**config.mk**
```make
export PLATFORM = sky130hd
export DESIGN_NAME = sdram_arbiter
export DESIGN_NICKNAME = d
export VERILOG_FILES = /design/src/rtl/sdram_arb_pkg.sv /design/src/rtl/sdram_arb_prio.sv /design/src/rtl/sdram_arbiter.sv
export SDC_FILE = /design/constraint.sdc
export NUM_CORES = 1
export LEC_CHECK = 0
export CAP_MARGIN = 10
export CORE_AREA = 10 10 117 119
export CTS_CLUSTER_SIZE = 28
export DETAILED_ROUTE_END_ITERATION = 8
export DIE_AREA = 0 0 127 129
export DONT_BUFFER_PORTS = 1
export PLACE_DENSITY = 0.56
export SLEW_MARGIN = 25
export SYNTH_ARGS = -nofsm -noshare
export SYNTH_HDL_FRONTEND = slang
export SYNTH_SLANG_ARGS = --single-unit
```
**constraint.sdc**
```tcl
create_clock -name clk -period 2.2 [get_ports clk]
set_clock_uncertainty 0.15 [all_clocks]
set_input_delay 0.22 -clock clk [delete_from_list [all_inputs] [get_ports clk]]
set_output_delay 0.22 -clock clk [all_outputs]
set_load 0.02 [all_outputs]
```
**src/rtl/sdram_arb_pkg.sv**
```systemverilog
// Shared definitions for the three-port SDRAM arbiter: port indices and FSM states.
// Latency: n/a (types and constants only).
// Backpressure: n/a.
package sdram_arb_pkg;

    localparam int NPORTS = 3;

    localparam logic [1:0] PORT_VIDEO = 2'd0;
    localparam logic [1:0] PORT_CPU   = 2'd1;
    localparam logic [1:0] PORT_DMA   = 2'd2;

    typedef enum logic [1:0] {
        ST_IDLE    = 2'd0,
        ST_ISSUE   = 2'd1,
        ST_WAIT_RD = 2'd2
    } state_t;

endpackage

```
**src/rtl/sdram_arb_prio.sv**
```systemverilog
// Fixed-priority winner select: video, then starved DMA, then CPU, then DMA.
// Latency: purely combinational.
// Backpressure: none; the caller decides when the result is used.
module sdram_arb_prio
    import sdram_arb_pkg::*;
(
    input  logic [NPORTS-1:0] req,
    input  logic              starve,
    output logic [NPORTS-1:0] winner,
    output logic [1:0]        winner_idx
);

    // Pick the single highest-priority requester; DMA jumps CPU only when starved
    always_comb begin
        winner     = '0;
        winner_idx = PORT_VIDEO;
        if (req[PORT_VIDEO]) begin
            winner[PORT_VIDEO] = 1'b1;
            winner_idx         = PORT_VIDEO;
        end else if (req[PORT_DMA] && starve) begin
            winner[PORT_DMA] = 1'b1;
            winner_idx       = PORT_DMA;
        end else if (req[PORT_CPU]) begin
            winner[PORT_CPU] = 1'b1;
            winner_idx       = PORT_CPU;
        end else if (req[PORT_DMA]) begin
            winner[PORT_DMA] = 1'b1;
            winner_idx       = PORT_DMA;
        end
    end

endmodule

```
**src/rtl/sdram_arbiter.sv**
```systemverilog
// Serialises video/CPU/DMA requests onto one SDRAM controller port, one transaction at a time.
// Latency: request in idle -> mem_req/gnt next cycle; done one cycle after ack (write) or rvalid (read).
// Backpressure: requesters hold req and fields until gnt; mem_req is held until mem_ack.
module sdram_arbiter
    import sdram_arb_pkg::*;
#(
    parameter int ADDR_W     = 24,
    parameter int DATA_W     = 32,
    parameter int STARVE_MAX = 64
) (
    input  logic                       clk,
    input  logic                       reset_i,
    input  logic [NPORTS-1:0]          req_i,
    input  logic [NPORTS-1:0]          we_i,
    input  logic [NPORTS*ADDR_W-1:0]   addr_i,
    input  logic [NPORTS*DATA_W-1:0]   wdata_i,
    input  logic [NPORTS*DATA_W/8-1:0] be_i,
    output logic [NPORTS-1:0]          gnt_o,
    output logic [NPORTS-1:0]          done_o,
    output logic [DATA_W-1:0]          rdata_o,
    output logic                       mem_req_o,
    output logic                       mem_we_o,
    output logic [ADDR_W-1:0]          mem_addr_o,
    output logic [DATA_W-1:0]          mem_wdata_o,
    output logic [DATA_W/8-1:0]        mem_be_o,
    input  logic                       mem_ack_i,
    input  logic                       mem_rvalid_i,
    input  logic [DATA_W-1:0]          mem_rdata_i
);

    localparam int BE_W  = DATA_W / 8;
    localparam int CNT_W = $clog2(STARVE_MAX + 1);

    state_t              state;
    logic [NPORTS-1:0]   owner;
    logic [CNT_W-1:0]    starve_cnt;
    logic                starve;
    logic                arbitrate;

    logic [NPORTS-1:0]   win;
    logic [1:0]          win_idx;

    logic                sel_we;
    logic [ADDR_W-1:0]   sel_addr;
    logic [DATA_W-1:0]   sel_wdata;
    logic [BE_W-1:0]     sel_be;

    assign starve    = (starve_cnt == CNT_W'(STARVE_MAX));
    assign arbitrate = (state == ST_IDLE) && (|req_i);

    sdram_arb_prio u_prio (
        .req        (req_i),
        .starve     (starve),
        .winner     (win),
        .winner_idx (win_idx)
    );

    // Route the winning port's transaction fields; video never writes
    always_comb begin
        sel_we    = 1'b0;
        sel_addr  = '0;
        sel_wdata = '0;
        sel_be    = '0;
        for (int p = 0; p < NPORTS; p++) begin
            if (win[p]) begin
                sel_we    = we_i[p] && (p != int'(PORT_VIDEO));
                sel_addr  = addr_i[p*ADDR_W +: ADDR_W];
                sel_wdata = wdata_i[p*DATA_W +: DATA_W];
                sel_be    = be_i[p*BE_W +: BE_W];
            end
        end
    end

    // Count CPU grants that overtook a waiting DMA request; a DMA grant clears it
    always_ff @(posedge clk) begin
        if (reset_i) begin
            starve_cnt <= '0;
        end else if (arbitrate) begin
            if (win_idx == PORT_DMA) begin
                starve_cnt <= '0;
            end else if (win_idx == PORT_CPU && req_i[PORT_DMA] && !starve) begin
                starve_cnt <= starve_cnt + 1'b1;
            end
        end
    end

    // Transaction FSM: latch winner, hold request until ack, then wait for read data
    always_ff @(posedge clk) begin
        if (reset_i) begin
            state       <= ST_IDLE;
            owner       <= '0;
            gnt_o       <= '0;
            done_o      <= '0;
            rdata_o     <= '0;
            mem_req_o   <= 1'b0;
            mem_we_o    <= 1'b0;
            mem_addr_o  <= '0;
            mem_wdata_o <= '0;
            mem_be_o    <= '0;
        end else begin
            gnt_o  <= '0;
            done_o <= '0;
            case (state)
                ST_IDLE: begin
                    // Stray ack/rvalid here belong to nothing and are dropped
                    if (|req_i) begin
                        owner       <= win;
                        gnt_o       <= win;
                        mem_req_o   <= 1'b1;
                        mem_we_o    <= sel_we;
                        mem_addr_o  <= sel_addr;
                        mem_wdata_o <= sel_wdata;
                        mem_be_o    <= sel_be;
                        state       <= ST_ISSUE;
                    end
                end
                ST_ISSUE: begin
                    if (mem_ack_i) begin
                        mem_req_o <= 1'b0;
                        if (mem_we_o) begin
                            done_o <= owner;
                            state  <= ST_IDLE;
                        end else if (mem_rvalid_i) begin
                            rdata_o <= mem_rdata_i;
                            done_o  <= owner;
                            state   <= ST_IDLE;
                        end else begin
                            state <= ST_WAIT_RD;
                        end
                    end
                end
                ST_WAIT_RD: begin
                    if (mem_rvalid_i) begin
                        rdata_o <= mem_rdata_i;
                        done_o  <= owner;
                        state   <= ST_IDLE;
                    end
                end
                default: begin
                    state <= ST_IDLE;
                end
            endcase
        end
    end

endmodule

```
; Yosys cells after proc, flatten, opt, wreduce, memory -nomap -nowiden
; Index checks and enable logic that the tools add are counted.
[word_totals]
reg_bits = 112
inputBits = 222
output_inout_bits = 100
word_cells = 80
[op_classes]
n_addsub = 1
eq_ne = 9
n_mux = 41
n_bitwise = 2
reduce_logical = 16
[op_table]
columns = operator, count
row1 = 2-to-1 mux 32 bit, 6
row2 = 2-to-1 mux 24 bit, 3
row3 = one-hot mux 32 bit (2 select lines), 1
row4 = 2-to-1 mux 2 bit, 10
row5 = 2-to-1 mux 7 bit, 2
row6 = 2-to-1 mux 4 bit, 3
row7 = 2-to-1 mux 1 bit, 10
row8 = 2-to-1 mux 3 bit, 3
row9 = AND reduction 3 bit, 3
row10 = adder 7 x 1 -> 7 bit (second input constant), 1
row11 = equality test 7 bit (second input constant), 1
row12 = != test 2 bit (second input constant), 3
row13 = one-hot mux 2 bit (3 select lines), 1
row14 = one-hot mux 3 bit (2 select lines), 1
row15 = nonzero test 2 bit, 3
row16 = OR reduction 3 bit, 2
row17 = equality test 2 x 1 -> 1 bit (second input constant), 2
row18 = equality test 2 bit (second input constant), 2
row19 = logical AND 1 bit, 4
row20 = AND reduction 2 bit, 2
row21 = logical NOT 2 bit, 1
row22 = != test 2 x 1 -> 1 bit (second input constant), 1
row23 = inverter 1 bit, 2
row24 = one-hot mux 1 bit (2 select lines), 1
row25 = logical NOT 1 bit, 1

; Depth between registers and ports, before layout
[logic_depth]
depth_word = 9
depth_mapped = 8
mapped_depth_nobuf = 6

; By module
; A second synthesis with hierarchy kept.
[unflattened]
cells_unflattened = 578
hier_area_um2 = 5485.3
[modules_own_cells]
columns = mod, instances, cells_per_inst, area_per_inst_um2, seq_area_each_um2
row1 = sdram_arbiter, 1, 571, 5432.7, 2242.2
row2 = sdram_arb_prio, 1, 7, 52.6, 0.0

; Worst setup path before layout
; OpenSTA, ideal clock, no wires.
[synth_timing]
path_kind = reg2reg
start = reg state[1]
end = reg rdata_o[1]
setup_ps = 128
arrival_time_ps = 1577
required_time_ps = 1922
path_slack_ps = 345
stages_incl_launch_ff = 9
path_buffers = 2
synth_period_minus_slack_ps = 1855
path_cell_list = dfxtp_1 > inv_1 > ha_1 > clkbuf_1 > and3b_1 > o21ai_2 > buf_6 > mux2i_1 > nor2_1
[synth_between]
elab_chain_len = 3
word_cells_on_any_way = 7
classes_between = eq/ne (4) / mux (1) / reduce/logical (2)
[synth_lines]
columns = element, line
row1 = "start, declared", sdram_arbiter.sv:34  ; state_t state;
row2 = "start signal, assigned", sdram_arbiter.sv:90  ; state <= ST_IDLE;
row3 = "start signal, assigned", sdram_arbiter.sv:114  ; state <= ST_ISSUE;
row4 = "start signal, assigned", sdram_arbiter.sv:122  ; state <= ST_IDLE;
row5 = equality test 2 x 1 -> 1 bit / equality test 2 bit (equally long branches), sdram_arbiter.sv:103  ; case (state)
row6 = != test 2 bit (no line) / nonzero test 2 bit (equally long branches), -
row7 = AND reduction 3 bit (no line), -
row8 = "end signal, assigned", sdram_arbiter.sv:124  ; rdata_o <= mem_rdata_i;
row9 = "end signal, assigned", sdram_arbiter.sv:134  ; rdata_o <= mem_rdata_i;
row10 = "end, declared", sdram_arbiter.sv:20  ; output logic [DATA_W-1:0] rdata_o,
; Parallel ways exist; a longest one is shown, timed or not.
; A chain may end at the register's enable or synchronous reset.

; Worst setup path after layout
[layout_timing]
start = reg starve_cnt[0]
end = reg owner[2]
[layout_between]
elab_chain_len = 4
[layout_lines]
columns = element, line
row1 = "start, declared", sdram_arbiter.sv:36  ; logic [CNT_W-1:0] starve_cnt;
row2 = "start signal, assigned", sdram_arbiter.sv:82  ; starve_cnt <= starve_cnt + 1'b1;
row3 = equality test 7 bit, sdram_arbiter.sv:48  ; assign starve = (starve_cnt == CNT_W'(STARVE_MAX));
row4 = logical AND 1 bit, sdram_arb_prio.sv:20  ; end else if (req[PORT_DMA] && starve) begin
row5 = 2-to-1 mux 1 bit, sdram_arb_prio.sv:20
row6 = 2-to-1 mux 2 bit, sdram_arb_prio.sv:17  ; if (req[PORT_VIDEO]) begin
row7 = "end signal, assigned", sdram_arbiter.sv:107  ; owner <= win;
row8 = "end, declared", sdram_arbiter.sv:35  ; logic [NPORTS-1:0] owner;
; No other way between the ends.

==> results.sh <==
export IMPL_p_comb_share_pct=17.9
export IMPL_whs_ns=-0.197
export IMPL_grt_pass1_wl_um=25600
export IMPL_place_congestion=0.784
export IMPL_drv_slew=0
export IMPL_hold_buffers=6
export IMPL_p_int_mw=3.57
export IMPL_cts_root_buf="clkbuf_16"
export IMPL_status="complete, but fails checks"
export IMPL_utilization_pct=47.8
export IMPL_yosysWarnings=0
export IMPL_die_h_um=129
export IMPL_dr_pass1_iters=6
export IMPL_grt_pass1_vias=4304
export IMPL_fmax_mhz=482
export IMPL_p_seq_share_pct=51.8
export IMPL_clockBufferDepth=2
export IMPL_synth_edf_count=0
export IMPL_wl_per_cell_um=25.6
export IMPL_cts_htree_levels=3
export IMPL_dieArea_um2=16400
export IMPL_antenna_found_initial=0
export IMPL_tns_ns=0
export IMPL_cap_viol_max_count=0
export IMPL_antenna_left=0
export IMPL_dpl_worst_slack_ns=0.230
export IMPL_syn_inst=549
export IMPL_gr_total_overflow=0
export IMPL_violations="negative hold slack"
export IMPL_post_route_period_util_pct=94.3
export IMPL_relSlewSlack_pct=69.3
export IMPL_yosysSeqAreaShare_pct=45.1
export IMPL_drt_total_wl_um=17200
export IMPL_crit_fanout=3
export IMPL_crit_chain="inv_1 > ha_1 > and4bb_4 > a21oi_2 > a2bb2oi_1 > nor2_1 > dlygate4sd3_1"
export IMPL_syn_avg_cell_area_um2=9.06
export IMPL_slowest_delay_ns=0.54
export IMPL_viasPerCell=6.18
export IMPL_numCtsBuffers=9
export IMPL_synth_area_leaders="dfxtp_1 (45%), a221oi_1 (11%), a211oi_1 (8.6%)"
export IMPL_grt_util_met2_pct=32.8
export IMPL_grt_max_degree=105
export IMPL_async_flop_share_pct=0
export IMPL_clk_latency_ns=0.34
export IMPL_drive_gt1_share_pct=8.08
export IMPL_hold_violations=97
export IMPL_cp_start_kind="register"
export IMPL_fin_area_um2=5410
export IMPL_die_x_um=127
export IMPL_yosys_area_top_type_share_pct=45.1
export IMPL_cts_num_sinks=112
export IMPL_crit_path_top_delay_cell="dlygate4sd3_1"
export IMPL_clk_pin_slew_ns=0.07
export IMPL_power_share_switching_pct=32.3
export IMPL_worst_setup_path_type="register to register"
export IMPL_p_leak_nw=2.11
export IMPL_fin_nets=754
export IMPL_core_area_um2=11300
export IMPL_met3_usage_pct=9.98
export IMPL_synth_cell_types=40
export IMPL_worst_pin_slew_ns=0.461
export IMPL_busiest_layer="met2"
export IMPL_syn_num_nets=776
export IMPL_io_buffers=0
export IMPL_drt_iter0_markers=317
export IMPL_io_pins=322
export IMPL_fin_cells=675
export IMPL_clkPwrFrac_pct=30.3
export IMPL_row_count=39
export IMPL_p_switching_mw=1.70
export IMPL_cp_end_kind="register"
export IMPL_vias=4174
export IMPL_placed_area_um2=5050
export IMPL_grt_usage_pct=19.6
export IMPL_synth_seq_cells=112
export IMPL_dp_hpwl_um=13200
export IMPL_ys_flop_type="dfxtp_1"
export IMPL_num_antenna_cells=0
export IMPL_syn_to_final_growth_pct=8.83
export IMPL_arrival_ns=2.15
export IMPL_synth_top_area_cell="dfxtp_1"
export IMPL_rsz0062_at_grt="true"
export IMPL_finalSetupViolCount=0
export IMPL_met1_usage_pct=21.3
export IMPL_powerDensity_nw_per_um2=973
export IMPL_setup_ws_ns=0.126
export IMPL_hold_path_class="input pin to register"
export IMPL_drc_errors=0
export IMPL_crit_required_ns=2.28
export IMPL_finalPower_mw=5.27
export IMPL_fin_crit_ns=2.07
export IMPL_dp_cells=653
export IMPL_cts_tree="built"
export IMPL_floorplan_initialDensity_pct=43.9
export IMPL_synth_cell_area_um2=4970
export IMPL_ir_drop_mv=0.532
==> power by group through the flow <==
stage	combinational, mW	clock [mW]	sequential [mW]
5_1_grt	1.07	1.72	2.77
3_3_place_gp	0.903	0	2.79
6_report	0.941	1.60	2.73
4_1_cts	0.945	1.64	2.74
2_1_floorplan	0.769	0	2.70
3_5_place_dp	0.933	0	2.79
==> what timing repair did <==
| action | CTS | global route |
|---|---|---|
| setup endpoints to repair | 0 | 4 |
| resized for setup | 0 | 5 |
| hold endpoints to repair | 103 | 97 |
| setup buffers | 0 | 0 |
==> cells in the final DEF (no fill, tap or decap), types with 2 or more instances in the layout <==
master | synthesis | routed
dfxtp_1 | 112 | 111
nor2_1 | 106 | 106
nand2_1 | 68 | 68
a221oi_1 | 61 | 61
a211oi_1 | 57 | 57
mux2i_1 | 34 | 34
clkbuf_16 | 0 | 9
buf_12 | 0 | 7
inv_1 | 6 | 6
dlygate4sd3_1 | 0 | 6
xnor2_1 | 5 | 5
a21oi_1 | 5 | 4
buf_4 | 5 | 4
nand2b_1 | 4 | 3
nor2b_1 | 4 | 3
nor3_1 | 3 | 3
and2_1 | 3 | 3
a211oi_2 | 3 | 3
ha_2 | 0 | 3
clkinv_2 | 0 | 3
nor3b_1 | 2 | 2
ha_1 | 5 | 2
clkinvlp_4 | 0 | 2
==> synth_stat cells, types with 2 or more instances <==
library cell  number
a221oi_1          61
nand2b_1           4
ha_1               5
buf_6              9
clkbuf_1          23
a22o_1             2
dfxtp_1          112
xnor2_1            5
a211oi_1          57
inv_1              6
nor3b_1            2
nor2_1           106
a211oi_2           3
nand2_1           68
and2_1             3
nor3_1             3
mux2i_1           34
a21oi_1            5
nor2b_1            4
buf_2             13
buf_4              5
==> critical path, delay by kind of cell (launching register included) <==
kind            cells  cell delay (ns)
compound gates      2             0.37
fa+ha+maj           1             0.20
buf+inv             2             0.61
simple gates        2             0.27
flops               1             0.36
==> area by class of cell <==
type / instances / area (um2)
multi-input cells: 381 / 2450
clock buffers: 10 / 229
repair buffers: 17 / 230
well taps: 143 / 179
fillers: 1097 / 5910
inverters: 6 / 22.5
clock inverters: 6 / 60.1
flip-flops and latches: 112 / 2240
==> metal layers <==
metal / routed length, um / up-vias
li1: - / 1940
met1: 6270 / 1950
met2: 8420 / 268
met3: 2320 / 16
met4: 230 / 0
met5: 0 / -
==> flip-flops by register name, indices dropped and copies added, names as in the netlist <==
signal,flops
state,2
starve_cnt,7
gnt_o,3
mem_wdata_o,32
mem_addr_o,24
mem_we_o,1
done_o,3
owner,3
mem_be_o,4
rdata_o,32
mem_req_o,1
==> cell families (layout without fill, tap and decap cells) <==
family / Yosys count / count (layout) / synth area share [%]
adders and majority gates: 5 / 5 / 1.26
buffers and inverters: 56 / 39 / 6.29
DFF: 112 / 112 / 45.1
AOI/OAI and AO/OA: 136 / 136 / 22.4
xor gates and xnor gates: 6 / 6 / 1.06
muxes: 34 / 34 / 6.84
and+or+nand+nor: 200 / 200 / 17.1
==> final timing paths <==
| kind | from | endpoint | slack (ns) | cells past startpoint |
|---|---|---|---|---|
| min | reset_i | mem_be_o[2] | -0.20 | 1 |
| max reg2reg | starve_cnt[0] | owner[2] | 0.13 | 7 |
| min reg2reg | owner[1] | owner[1] | 0.30 | 2 |
| max | starve_cnt[0] | owner[2] | 0.13 | 7 |
Note: power is estimated with default switching activity, not from simulation.
